## src/rtl/freq_meter_pkg.sv

```systemverilog
// Shared types and helpers for the frequency meter.
// State encoding, gate-range codes and gate-length math.
package freq_meter_pkg;

    typedef enum logic [2:0] {
        IDLE,
        CLEAR,
        GATE,
        SETTLE,
        LATCH
    } state_t;

    localparam logic [1:0] RANGE_10MS  = 2'd0;
    localparam logic [1:0] RANGE_100MS = 2'd1;
    localparam logic [1:0] RANGE_1S    = 2'd2;
    localparam logic [1:0] RANGE_10S   = 2'd3;

    // Gate length in reference-clock cycles for a range code.
    function automatic logic [31:0] gate_cycles(
        input int unsigned clk_freq,
        input logic [1:0]  range
    );
        logic [31:0] w_base;
        w_base = clk_freq / 100;
        unique case (range)
            RANGE_10MS:  gate_cycles = w_base;
            RANGE_100MS: gate_cycles = w_base * 32'd10;
            RANGE_1S:    gate_cycles = w_base * 32'd100;
            RANGE_10S:   gate_cycles = w_base * 32'd1000;
        endcase
    endfunction

endpackage

```

## src/rtl/sync_edge.sv

```systemverilog
// Two-flop synchronizer with a rising-edge pulse.
// Reusable for any flag crossing into the clk domain.
module sync_edge (
    input  logic clk,
    input  logic rst,
    input  logic d_i,
    output logic rise_o
);

    logic r_meta;
    logic r_sync;
    logic r_prev;

    // Shift the async input through two flops, keep one more for edge detect
    always_ff @(posedge clk or posedge rst) begin
        if (rst) begin
            r_meta <= 1'b0;
            r_sync <= 1'b0;
            r_prev <= 1'b0;
        end else begin
            r_meta <= d_i;
            r_sync <= r_meta;
            r_prev <= r_sync;
        end
    end

    assign rise_o = r_sync & ~r_prev;

endmodule

```

## src/rtl/freq_gate_ctrl.sv

```systemverilog
// Gate-time sequencer: clear, gate, settle, latch, then
// hand the result to the readout over valid/ready.
module freq_gate_ctrl
    import freq_meter_pkg::*;
#(
    parameter int unsigned CLK_FREQ      = 50_000_000,
    parameter int unsigned CLR_CYCLES    = 4,
    parameter int unsigned SETTLE_CYCLES = 8
) (
    input  logic       clk,
    input  logic       rst,
    input  logic       start_i,
    input  logic       cont_i,
    input  logic [1:0] range_i,
    input  logic       ovf_i,
    output logic       cnt_clr_o,
    output logic       cnt_en_o,
    output logic       latch_o,
    output logic       result_valid_o,
    input  logic       result_ready_i,
    output logic       ovf_o,
    output logic [1:0] range_o,
    output logic       busy_o
);

    localparam logic [31:0] CLR_LAST    = 32'(CLR_CYCLES - 1);
    localparam logic [31:0] SETTLE_LAST = 32'(SETTLE_CYCLES - 1);

    state_t      r_state;
    logic [31:0] r_timer;
    logic [1:0]  r_range;
    logic        r_sticky;

    logic        w_ovf_rise;
    logic        w_start;
    logic        w_done;
    logic        w_in_window;
    logic [31:0] w_gate_last;

    sync_edge u_ovf_sync (
        .clk    (clk),
        .rst    (rst),
        .d_i    (ovf_i),
        .rise_o (w_ovf_rise)
    );

    assign w_start = (start_i | cont_i)
                   & (~result_valid_o | result_ready_i);

    assign w_done      = (r_timer == 32'd0);
    assign w_in_window = (r_state == GATE) || (r_state == SETTLE);
    assign w_gate_last = gate_cycles(CLK_FREQ, r_range) - 32'd1;

    // Sticky overflow: cleared before each gate, set by edges in the window
    always_ff @(posedge clk or posedge rst) begin
        if (rst) begin
            r_sticky <= 1'b0;
        end else if (r_state == CLEAR) begin
            r_sticky <= 1'b0;
        end else if (w_ovf_rise && w_in_window) begin
            r_sticky <= 1'b1;
        end
    end

    // Measurement sequencer with registered outputs
    always_ff @(posedge clk or posedge rst) begin
        if (rst) begin
            r_state        <= IDLE;
            r_timer        <= 32'd0;
            r_range        <= 2'd0;
            cnt_clr_o      <= 1'b0;
            cnt_en_o       <= 1'b0;
            latch_o        <= 1'b0;
            result_valid_o <= 1'b0;
            ovf_o          <= 1'b0;
            range_o        <= 2'd0;
            busy_o         <= 1'b0;
        end else begin
            latch_o <= 1'b0;
            if (result_valid_o && result_ready_i) begin
                result_valid_o <= 1'b0;
            end
            unique case (r_state)
                IDLE: begin
                    if (w_start) begin
                        r_state   <= CLEAR;
                        r_timer   <= CLR_LAST;
                        r_range   <= range_i;
                        cnt_clr_o <= 1'b1;
                        busy_o    <= 1'b1;
                    end
                end
                CLEAR: begin
                    if (w_done) begin
                        r_state   <= GATE;
                        r_timer   <= w_gate_last;
                        cnt_clr_o <= 1'b0;
                        cnt_en_o  <= 1'b1;
                    end else begin
                        r_timer <= r_timer - 32'd1;
                    end
                end
                GATE: begin
                    if (w_done) begin
                        r_state  <= SETTLE;
                        r_timer  <= SETTLE_LAST;
                        cnt_en_o <= 1'b0;
                    end else begin
                        r_timer <= r_timer - 32'd1;
                    end
                end
                SETTLE: begin
                    if (w_done) begin
                        r_state <= LATCH;
                        latch_o <= 1'b1;
                        ovf_o   <= r_sticky | w_ovf_rise;
                        range_o <= r_range;
                    end else begin
                        r_timer <= r_timer - 32'd1;
                    end
                end
                LATCH: begin
                    r_state        <= IDLE;
                    busy_o         <= 1'b0;
                    result_valid_o <= 1'b1;
                end
                default: begin
                    r_state <= IDLE;
                end
            endcase
        end
    end

endmodule

```

## config.mk

```make
export PLATFORM = sky130hd
export DESIGN_NAME = freq_gate_ctrl
export DESIGN_NICKNAME = d
export VERILOG_FILES = /design/src/rtl/freq_meter_pkg.sv /design/src/rtl/sync_edge.sv /design/src/rtl/freq_gate_ctrl.sv
export SDC_FILE = /design/constraint.sdc
export NUM_CORES = 1
export LEC_CHECK = 0
export ABC_CLOCK_PERIOD_IN_PS = 3500
export BUFFER_PORTS_ARGS = -buffer_cell sky130_fd_sc_hd__clkbuf_2
export CELL_PAD_IN_SITES_DETAIL_PLACEMENT = 0
export CELL_PAD_IN_SITES_GLOBAL_PLACEMENT = 1
export CORE_UTILIZATION = 47
export CTS_CLUSTER_SIZE = 12
export DETAILED_ROUTE_END_ITERATION = 10
export PLACE_DENSITY_LB_ADDON = 0.05
export SYNTH_ARGS = -nofsm -noshare
export SYNTH_HDL_FRONTEND = slang
export SYNTH_HIERARCHICAL = 1
export SYNTH_SLANG_ARGS = --single-unit
```

## constraint.sdc

```tcl
create_clock -name clk -period 3.5 [get_ports clk]
set_clock_uncertainty 0.2 [all_clocks]
set_input_delay 0.35 -clock clk [delete_from_list [all_inputs] [get_ports clk]]
set_output_delay 0.35 -clock clk [all_outputs]
set_load 0.01 [all_outputs]
```

==> run_results.csv, run 1 <==
group,metric,value,unit
outcome,status,"finished clean",
logic_synthesis,yosys-top-cells-count,"dfrtp_1 (49), nand2_1 (32), nor2_1 (26), o21ai_1 (20), a21oi_1 (17)",
clock_tree,cts_setup_buffers,0,
logic_synthesis,yosysTopAreaCellShare,43.36,%
grt,grt.overflow.total,0,
timing,fmax,316.5,MHz
floorplan,start_util,50.12,%
route,avgRoutedWirePerCell,17.29,um
placed_design,place_congestion,0.8319,
critical_path,startpoint,"r_timer[0]$_DFFE_PP0P_",
min_path,hold_end,"r_range[0]$_DFFE_PP0P_",
floorplan,ioPinCount,16,
logic_synthesis,yosys-mux-area-fraction,0.7965,%
clock_tree,htree_levels,2,
timing,setup_viol,0,
clock_tree,numCtsBuffers,5,
logic_synthesis,synth_top_family_by_area,"simple AND/OR/NAND/NOR gates",
timing,grt_setup_unrepaired,"false",
power_and_ir_drop,ir_drop,0.2760,mV
final_layout,final_core_util,56.02,%
critical_path,crit_arrival,3.16,ns
power_and_ir_drop,report.power.total,1.723,mW
placed_design,numPortBuffers,15,
route,antenna_left,0,
route,drc,0,
critical_path,crit_fanout,26,
logic_synthesis,synth_nets,335,
clock_tree,clkSlewWorstSetupHoldPaths,0.09,ns
grt,antenna_found_initial,0,
placed_design,place_area,0.003058,mm^2
timing,hold_slack,0.06037,ns
route,via_count,2512,
logic_synthesis,synth-xor-area-share,1.549,%
logic_synthesis,syn-cell-area,0.002828,mm^2
route,routed_wl,7.193,mm
floorplan,rows,27,
critical_path,rrSetupSlack,0.34,ns
logic_synthesis,synthTopCellsByArea,"dfrtp_1 (43%), nand2_1 (4.2%), ha_1 (3.5%)",
min_path,holdCritStartpoint,"range_i[0]",
final_layout,areaGrowthSynthToFinish,11.77,%
logic_synthesis,synth-compound-area-share,21.19,%
floorplan,core,0.005642,mm^2
final_layout,postLayoutCellArea,0.003161,mm^2
route,drt_pass1_iterations,4,
final_layout,fin_nets,359,
clock_tree,cts_resized,0,
logic_synthesis,avgSynthCellArea,8.864,um^2
critical_path,worstPathRequired,3.50,ns
logic_synthesis,yosysTopAreaCell,"dfrtp_1",
logic_synthesis,synth_fa_ha_area_share,3.540,%
timing,hold_viol,0,
clock_tree,cts_sinks,49,
power_and_ir_drop,power_density,545.1,mW/mm^2
grt,grt_first_pass_wirelength,12.48,mm
timing,min_period_over_period,90.27,%
min_path,hold_class,"input port to register",
logic_synthesis,async_flop_share,100.0,%
grt,track_usage,25.75,%
timing,finalSetupTns,0,ns
final_layout,antenna_cells,0,
critical_path,startpoint_type,"register",
critical_path,r2r_start,"r_timer[0]$_DFFE_PP0P_",
logic_synthesis,synth_edf_count,0,
timing,slew_headroom,33.02,%
clock_tree,tritoncts,"built",
logic_synthesis,synth_warnings,6,
logic_synthesis,syn-instance-count,319,
floorplan,dieArea,0.006331,mm^2
job,cap_violations,0,
critical_path,reg2reg_to,"r_timer[13]$_DFFE_PP0P_",
logic_synthesis,synthDistinctLibCells,50,
min_path,whs_path_depth,3,
route,via_per_inst,6.038,
clock_tree,cts_hold_buf,2,
logic_synthesis,yosys_most_used_dff,"dfrtp_1",
critical_path,worst_setup_path_end_kind,"register",
logic_synthesis,yosys.area_share.simple,25.04,%
critical_path,r2r_cells,9,
logic_synthesis,synth-seq-cells,49,
power_and_ir_drop,leakage,1.416,nW
timing,final.min_clock_period,3.159,ns
clock_tree,cts_max_path_buffers,2,
grt,grt_max_degree,47,
clock_tree,cts-root-buf,"clkbuf_8",
placed_design,hpwlAfterDp,5.110,mm
final_layout,drive_above_1_share,14.83,%
logic_synthesis,seq_area_frac_synth,43.36,%
timing,maxSlewViolCount,0,
final_layout,nFillCells,527,
logic_synthesis,synth_most_common_cell,"dfrtp_1",
route,drtIter0Drc,253,
floorplan,die_w,79.57,um
timing,tightestPinTransition,1.003,ns
grt,first_global_vias,2455,
floorplan,die_h,79.57,um
critical_path,crit_type,"register to register",
clock_tree,clkLatencyLatePin,0.30,ns
worst max-delay path, cell delays in order, from the launching register on:
cell,delay [ns]
dfrtp_1,0.41
inv_1,0.07
ha_1,0.18
or4b_4,0.48
nand4bb_1,0.23
or4_1,0.64
o31ai_4,0.41
buf_12,0.24
o21ai_1,0.10
o311ai_1,0.10
power breakdown:
part / internal, mW / switching [mW] / leakage [nW] / total (mW)
Combinational: 0.247 / 0.294 / 0.753 / 0.541
Clock: 0.139 / 0.196 / 0.0450 / 0.335
Sequential: 0.700 / 0.148 / 0.618 / 0.847
state kept, by name, indices dropped and copies added (netlist names):
register / cells
u_ovf_sync/r_sync: 1
range_o: 2
cnt_en_o: 1
u_ovf_sync/r_prev: 1
cnt_clr_o: 1
r_range: 2
result_valid_o: 1
r_timer: 32
busy_o: 1
ovf_o: 1
u_ovf_sync/r_meta: 1
latch_o: 1
r_state: 3
r_sticky: 1
worst max-delay path by stage:
stage	cells after the start	end	slack [ns]
floorplan	10	r_timer[14]$_DFFE_PP0P_	0.61
global placement	9	r_timer[5]$_DFFE_PP0P_	0.45
detailed placement	9	r_timer[13]$_DFFE_PP0P_	0.35
CTS	9	r_timer[13]$_DFFE_PP0P_	0.32
global route	9	r_timer[13]$_DFFE_PP0P_	0.15
finish	9	r_timer[13]$_DFFE_PP0P_	0.34
layout make-up:
type                            count  area, um^2  area share (%)
Clock inverter                      2       10.01          0.3167
Multi-Input combinational cell    238        1474           46.63
Timing Repair Buffer               33       227.7           7.205
Inverter                           16       60.06           1.900
Clock buffer                        6       72.57           2.296
Sequential cell                    49        1226           38.80
Tap cell                           72       90.09           2.850
stage by stage:
step | std cells | setup WS [ns]
floorplan | 319 | 0.6109
global placement | 406 | 0.4505
detailed placement | 406 | 0.3516
CTS | 416 | 0.3223
global route | 416 | 0.1463
finish | 416 | 0.3406
layer usage:
layer | share of wire, % | up-vias | global-route usage (%)
met2 | 48 | 57 | 41.37
met3 | 3.4 | 2 | 4.457
li1 | - | 1231 | -
met4 | 0.40 | 0 | 5.455
met1 | 49 | 1222 | 36.22
met5 | 0 | - | 0
layout by cell type, fill, tap and decap left out, types with 6 or more instances in the layout:
cell,netlist,layout
nor3_1,16,16
clkbuf_2,0,15
or3_1,6,6
nor4_1,10,10
or4_1,8,8
o21ai_1,20,20
dfrtp_1,49,49
nor2_1,26,26
nand3_1,9,9
buf_4,1,15
a21o_1,9,9
o21ai_0,11,11
inv_1,15,14
ha_1,8,8
nand2_1,32,32
a21oi_1,17,17
cells by family (layout without fill, tap and decap cells):
group	after synthesis	in the layout
flip-flops	49	49
adder cells (fa/ha/maj)	8	8
multiplexers	2	2
AO/OA/AOI/OAI	92	92
AND/OR/NAND/NOR	131	131
buffers and inverters	32	57
XOR/XNOR	5	5
Power figures use the tool's default switching activity.
==> inputs of run 2 (changes only) <==
--- a/config.mk
+++ b/config.mk
@@ -7,11 +7,13 @@
 export LEC_CHECK = 0
 export ABC_CLOCK_PERIOD_IN_PS = 3500
 export BUFFER_PORTS_ARGS = -buffer_cell sky130_fd_sc_hd__clkbuf_2
+export CAP_MARGIN = 40
 export CELL_PAD_IN_SITES_DETAIL_PLACEMENT = 0
 export CELL_PAD_IN_SITES_GLOBAL_PLACEMENT = 1
 export CORE_UTILIZATION = 47
 export CTS_CLUSTER_SIZE = 12
 export DETAILED_ROUTE_END_ITERATION = 10
+export MAX_ROUTING_LAYER = met4
 export PLACE_DENSITY_LB_ADDON = 0.05
 export SYNTH_ARGS = -nofsm -noshare
 export SYNTH_HDL_FRONTEND = slang
==> run 2 against run 1 <==
  * Sequential cell count is the same
  * Global-route usage grew 0.74 points
  * Critical path type unchanged
  * Setup slack lost 0.023 ns
  * Combinational power grew 1%
  * Utilization grew 0.73 points
  * Routed wire length grew 1.1%
  * Fmax shrank 0.72%
==> run_results.csv, run 2 (synthesis results as in run 1) <==
group,metric,value,unit
outcome,status,"finished clean",
timing,min_period_over_period,90.93,%
route,antenna_left,0,
final_layout,largest-register,"r_timer",
timing,hold_viol,0,
floorplan,dieArea,0.006331,mm^2
final_layout,fin_nets,360,
final_layout,top_regs,"r_timer x32, r_state x3",
clock_tree,cts_sinks,49,
critical_path,crit_type,"register to register",
critical_path,worst_setup_path_end_kind,"register",
route,drt_pass1_iterations,5,
final_layout,largest_register_ffs,32,
job,cap_violations,0,
grt,grt_max_degree,28,
clock_tree,cts_max_path_buffers,2,
clock_tree,cts-root-buf,"clkbuf_8",
route,drtIter0Drc,192,
final_layout,final_core_util,56.75,%
timing,hold_slack,0.05752,ns
timing,fmax,314.2,MHz
placed_design,hpwlAfterDp,5.244,mm
critical_path,crit_path_max_incr_delay,0.65,ns
route,routed_wl,7.269,mm
power_and_ir_drop,p_int,1.158,mW
floorplan,die_h,79.57,um
power_and_ir_drop,ir_drop,0.2865,mV
min_path,hold_class,"input port to register",
clock_tree,clkSlewWorstSetupHoldPaths,0.09,ns
route,drc,0,
final_layout,final_cell_mix,"dfrtp_1 (49), nand2_1 (32), nor2_1 (26), o21ai_1 (20), a21oi_1 (17)",
power_and_ir_drop,power_density,559.8,mW/mm^2
critical_path,crit_fanout,26,
floorplan,core,0.005642,mm^2
route,via_count,2535,
placed_design,place_congestion,0.8446,
timing,slew_headroom,52.07,%
power_and_ir_drop,clkPwrFrac,22.0,%
placed_design,numPortBuffers,15,
timing,finalSetupTns,0,ns
final_layout,nFillCells,522,
clock_tree,clkLatencyLatePin,0.30,ns
timing,maxSlewViolCount,0,
grt,first_global_vias,2444,
timing,final.min_clock_period,3.182,ns
critical_path,critPathSlowestCell,"or4_1",
clock_tree,numCtsBuffers,5,
power_and_ir_drop,switching_share,35.42,%
floorplan,start_util,50.12,%
final_layout,drive_above_1_share,15.12,%
power_and_ir_drop,switchingPower,0.6348,mW
floorplan,rows,27,
timing,setup_viol,0,
final_layout,layout.cells.non_filler,416,
timing,tightestPinTransition,0.7164,ns
timing,grt_setup_unrepaired,"false",
critical_path,cp_cell_sequence,"inv_1 -> ha_1 -> or4b_4 -> nand4bb_1 -> or4_1 -> o31ai_4 -> buf_12 -> o21ai_1 -> o311ai_1",
placed_design,dp_cells,407,
power_and_ir_drop,leakage,1.434,nW
floorplan,ioPinCount,16,
power_and_ir_drop,comb_power_share,30.7,%
grt,grt.overflow.total,0,
clock_tree,tritoncts,"built",
critical_path,worstPathRequired,3.49,ns
grt,grt_first_pass_wirelength,12.52,mm
grt,track_usage,26.49,%
route,avgRoutedWirePerCell,17.47,um
final_layout,antenna_cells,0,
final_layout,areaGrowthSynthToFinish,13.23,%
critical_path,startpoint_type,"register",
floorplan,die_w,79.57,um
grt,antenna_found_initial,0,
clock_tree,htree_levels,2,
critical_path,crit_arrival,3.18,ns
route,via_per_inst,6.094,
final_layout,layout_commonest_cell,"dfrtp_1",
power_and_ir_drop,seq_power_share,47.3,%
## run 2: changes by cell type in the layout (fill, tap and decap cells not counted)
cell	delta
clkinv_2	-1
buf_12	+1
clkbuf_1	-1
bufinv_16	+1
## run 2: power by group through the flow
stage	registers [mW]	clock network, mW	logic [mW]
after global placement	0.853	0	0.533
after global routing	0.871	0.426	0.623
after floorplan	0.817	0	0.398
after CTS	0.844	0.406	0.545
final	0.848	0.395	0.549
after detailed placement	0.856	0	0.540
## run 2: layout make-up
class                   count  area [um^2]  share of cell area [%]
well taps                  72        90.09                   2.814
flip-flops and latches     49         1226                   38.30
clock inverters             2        35.03                   1.094
multi-input cells         238         1474                   46.03
clock buffers               5        68.82                   2.149
repair buffers             34        247.7                   7.737
inverters                  16        60.06                   1.876
## run 2: what timing repair did
action,in CTS,in global routing
hold buffers,2,0
hold endpoints to repair,23,0
setup buffers,0,0
endpoints found under the setup margin,0,0
gates resized for setup,0,0
## run 2: worst max-delay path: cells and delay by family (launching register included)
family                     cells  cell delay, ns
AOI/OAI and AO/OA              3            0.59
adders and majority gates      1            0.18
buffers and inverters          2            0.31
DFF                            1            0.42
and+or+nand+nor                3            1.38
## run 2: path summary, 6_finish.rpt
path | from | endpoint | slack [ns] | cells past startpoint
max in group asynchronous | rst | r_timer[5]$_DFFE_PP0P_ | 2.19 | 4
min reg2reg | u_ovf_sync/r_meta$_DFF_PP0_ | u_ovf_sync/r_sync$_DFF_PP0_ | 0.16 | 0
min | range_i[0] | r_range[0]$_DFFE_PP0P_ | 0.06 | 3
min in group asynchronous | rst | u_ovf_sync/r_meta$_DFF_PP0_ | 0.25 | 3
max reg2reg | r_timer[0]$_DFFE_PP0P_ | r_timer[13]$_DFFE_PP0P_ | 0.32 | 9
max | r_timer[0]$_DFFE_PP0P_ | r_timer[13]$_DFFE_PP0P_ | 0.32 | 9
## run 2: metrics by stage
stage | cell area (um^2) | total power, mW | setup WS [ns]
5_1_grt | 3202 | 1.920 | 0.1269
3_5_place_dp | 3078 | 1.396 | 0.3496
2_1_floorplan | 2828 | 1.214 | 0.6109
4_1_cts | 3202 | 1.796 | 0.3239
6_report | 3202 | 1.792 | 0.3176
3_3_place_gp | 3058 | 1.386 | 0.4505
## run 2: metal layers
| layer | track usage [%] | vias to the layer above | part of all wire, % | wire length [um] |
|---|---|---|---|---|
| met3 | 3.886 | 9 | 4.5 | 325 |
| met2 | 40.68 | 72 | 46 | 3334 |
| met4 | 6.364 | 0 | 1.1 | 80 |
| met5 | - | - | 0 | 0 |
| met1 | 36.85 | 1229 | 49 | 3528 |
| li1 | - | 1225 | - | - |
==> inputs of run 3 (changes only) <==
--- a/config.mk
+++ b/config.mk
@@ -15,6 +15,7 @@
 export DETAILED_ROUTE_END_ITERATION = 10
 export MAX_ROUTING_LAYER = met4
 export PLACE_DENSITY_LB_ADDON = 0.05
+export SKIP_CTS_REPAIR_TIMING = 1
 export SYNTH_ARGS = -nofsm -noshare
 export SYNTH_HDL_FRONTEND = slang
 export SYNTH_HIERARCHICAL = 1
==> constraint.sdc (replaced) <==
create_clock -name clk -period 3.5 [get_ports clk]
set_clock_uncertainty 0.2 [all_clocks]
set_input_delay 0.525 -clock clk [delete_from_list [all_inputs] [get_ports clk]]
set_output_delay 0.525 -clock clk [all_outputs]
set_load 0.01 [all_outputs]
==> run 3 against run 2 <==
  * Critical path depth did not move
  * Count of clock-buffer cells in the layout stayed put
  * Largest cell class unchanged
  * Non-clock buffer count fell by 1
  * Via count is 1.7% lower
  * Largest power group unchanged
  * First-iteration DRC count fell by 16%
  * Sequential cell count unchanged
  * Die area stayed put
==> run_results.csv, run 3 (synthesis results as in run 1) <==
group,metric,value,unit
outcome,status,"finished clean",
final_layout,final-seq-area,0.001226,mm^2
final_layout,multi_input_area,0.001474,mm^2
timing,final.min_clock_period,3.183,ns
final_layout,final_cell_mix,"dfrtp_1 (49), nand2_1 (32), nor2_1 (26), o21ai_1 (20), a21oi_1 (17)",
timing,min_period_over_period,90.94,%
grt,grt_first_pass_wirelength,12.50,mm
route,avgRoutedWirePerCell,17.53,um
power_and_ir_drop,leakage,1.430,nW
timing,grt_setup_unrepaired,"false",
clock_tree,htree_levels,2,
final_layout,largest-register,"r_timer",
clock_tree,numCtsBuffers,5,
critical_path,startpoint_type,"register",
final_layout,nFillCells,526,
final_layout,drive_above_1_share,15.16,%
final_layout,layout_commonest_cell,"dfrtp_1",
floorplan,ioPinCount,16,
grt,first_global_vias,2432,
final_layout,top_regs,"r_timer x32, r_state x3",
critical_path,cp_cell_sequence,"inv_1 -> ha_1 -> or4b_4 -> nand4bb_1 -> or4_1 -> o31ai_4 -> buf_12 -> o21ai_1 -> o311ai_1",
job,cap_violations,0,
floorplan,die_w,79.57,um
clock_tree,tritoncts,"built",
placed_design,hpwlAfterDp,5.244,mm
grt,grt.overflow.total,0,
clock_tree,clkLatencyLatePin,0.30,ns
route,drtIter0Drc,162,
timing,tightestPinTransition,0.7090,ns
final_layout,largest_register_ffs,32,
critical_path,critPathSlowestCell,"or4_1",
route,drc,0,
floorplan,die_h,79.57,um
route,via_per_inst,6.005,
placed_design,place_congestion,0.8446,
floorplan,start_util,50.12,%
timing,hold_viol,0,
grt,use_met3,3.886,%
final_layout,fin_nets,359,
power_and_ir_drop,ir_drop,0.2865,mV
route,drt_pass1_iterations,4,
clock_tree,cts_sinks,49,
floorplan,rows,27,
clock_tree,clkSlewWorstSetupHoldPaths,0.09,ns
timing,slew_headroom,52.56,%
critical_path,crit_path_max_incr_delay,0.65,ns
critical_path,crit_fanout,26,
final_layout,areaGrowthSynthToFinish,12.88,%
timing,fin_ws,0.3170,ns
grt,busiest_layer,"met2",
critical_path,worstPathRequired,3.50,ns
clock_tree,cts-root-buf,"clkbuf_8",
floorplan,core,0.005642,mm^2
critical_path,worst_setup_path_end_kind,"register",
route,via_count,2492,
grt,grt_util_met1,36.85,%
floorplan,dieArea,0.006331,mm^2
critical_path,crit_arrival,3.18,ns
grt,track_usage,26.44,%
clock_tree,cts_max_path_buffers,2,
final_layout,antenna_cells,0,
power_and_ir_drop,power_density,561.1,mW/mm^2
timing,setup_viol,0,
min_path,hold_class,"input port to register",
critical_path,crit_type,"register to register",
timing,maxSlewViolCount,0,
grt,use_met2,40.51,%
route,antenna_left,0,
placed_design,numPortBuffers,15,
timing,finalSetupTns,0,ns
grt,antenna_found_initial,0,
grt,grt_max_degree,28,
placed_design,pre_cts_slack,0.3496,ns
timing,fmax,314.2,MHz
route,routed_wl,7.273,mm
run 3: changes by cell type in the layout (fill, tap and decap cells not counted), sizes merged:
cell and delta:
dlygate4sd3 -1
run 3: layout make-up:
type                            count  area share [%]
Clock buffer                        5           2.156
Timing Repair Buffer               33           7.448
Clock inverter                      2           1.098
Sequential cell                    49           38.42
Multi-Input combinational cell    238           46.18
Tap cell                           72           2.822
Inverter                           16           1.882
run 3: layer usage:
layer  wire [um]  vias to the layer above
met5           0                        -
met4          60                        0
met3         414                        6
met2        3357                       69
met1        3440                     1195
li1            -                     1222
run 3: final timing paths:
kind	startpoint	endpoint	cells past startpoint	slack, ns
worst max-delay path	r_timer[0]$_DFFE_PP0P_	r_timer[13]$_DFFE_PP0P_	9	0.32
worst min-delay path	ovf_i	u_ovf_sync/r_meta$_DFF_PP0_	1	0.12
worst max register to register	r_timer[0]$_DFFE_PP0P_	r_timer[13]$_DFFE_PP0P_	9	0.32
worst min register to register	u_ovf_sync/r_meta$_DFF_PP0_	u_ovf_sync/r_sync$_DFF_PP0_	0	0.16
max in group asynchronous	rst	r_timer[5]$_DFFE_PP0P_	4	2.02
min in group asynchronous	rst	u_ovf_sync/r_meta$_DFF_PP0_	3	0.43
run 3: metrics by stage:
stage                     utilization, %  total power, mW  area (um^2)  std cells  hold slack [ns]
after CTS                          56.40            1.794         3182        414          -0.1289
after floorplan                        -            1.214         2828        319          0.07864
after global routing               56.58            1.919         3192        415           0.1130
after global placement             54.20            1.386         3058        406           0.1341
after detailed placement           54.56            1.396         3078        407           0.1387
final                              56.58            1.791         3192        415           0.1207
run 3: power breakdown:
part           switching (mW)  total [mW]  internal, mW
sequential              0.147       0.847         0.700
clock                   0.187       0.395         0.208
combinational           0.299       0.548         0.249
run 3: worst max-delay path, delay by kind of cell (launching register included):
| family | cells | cell delay [ns] |
|---|---|---|
| adder cells (fa/ha/maj) | 1 | 0.18 |
| AND/OR/NAND/NOR | 3 | 1.38 |
| AO/OA/AOI/OAI | 3 | 0.59 |
| buffers and inverters | 2 | 0.30 |
| flip-flops | 1 | 0.42 |
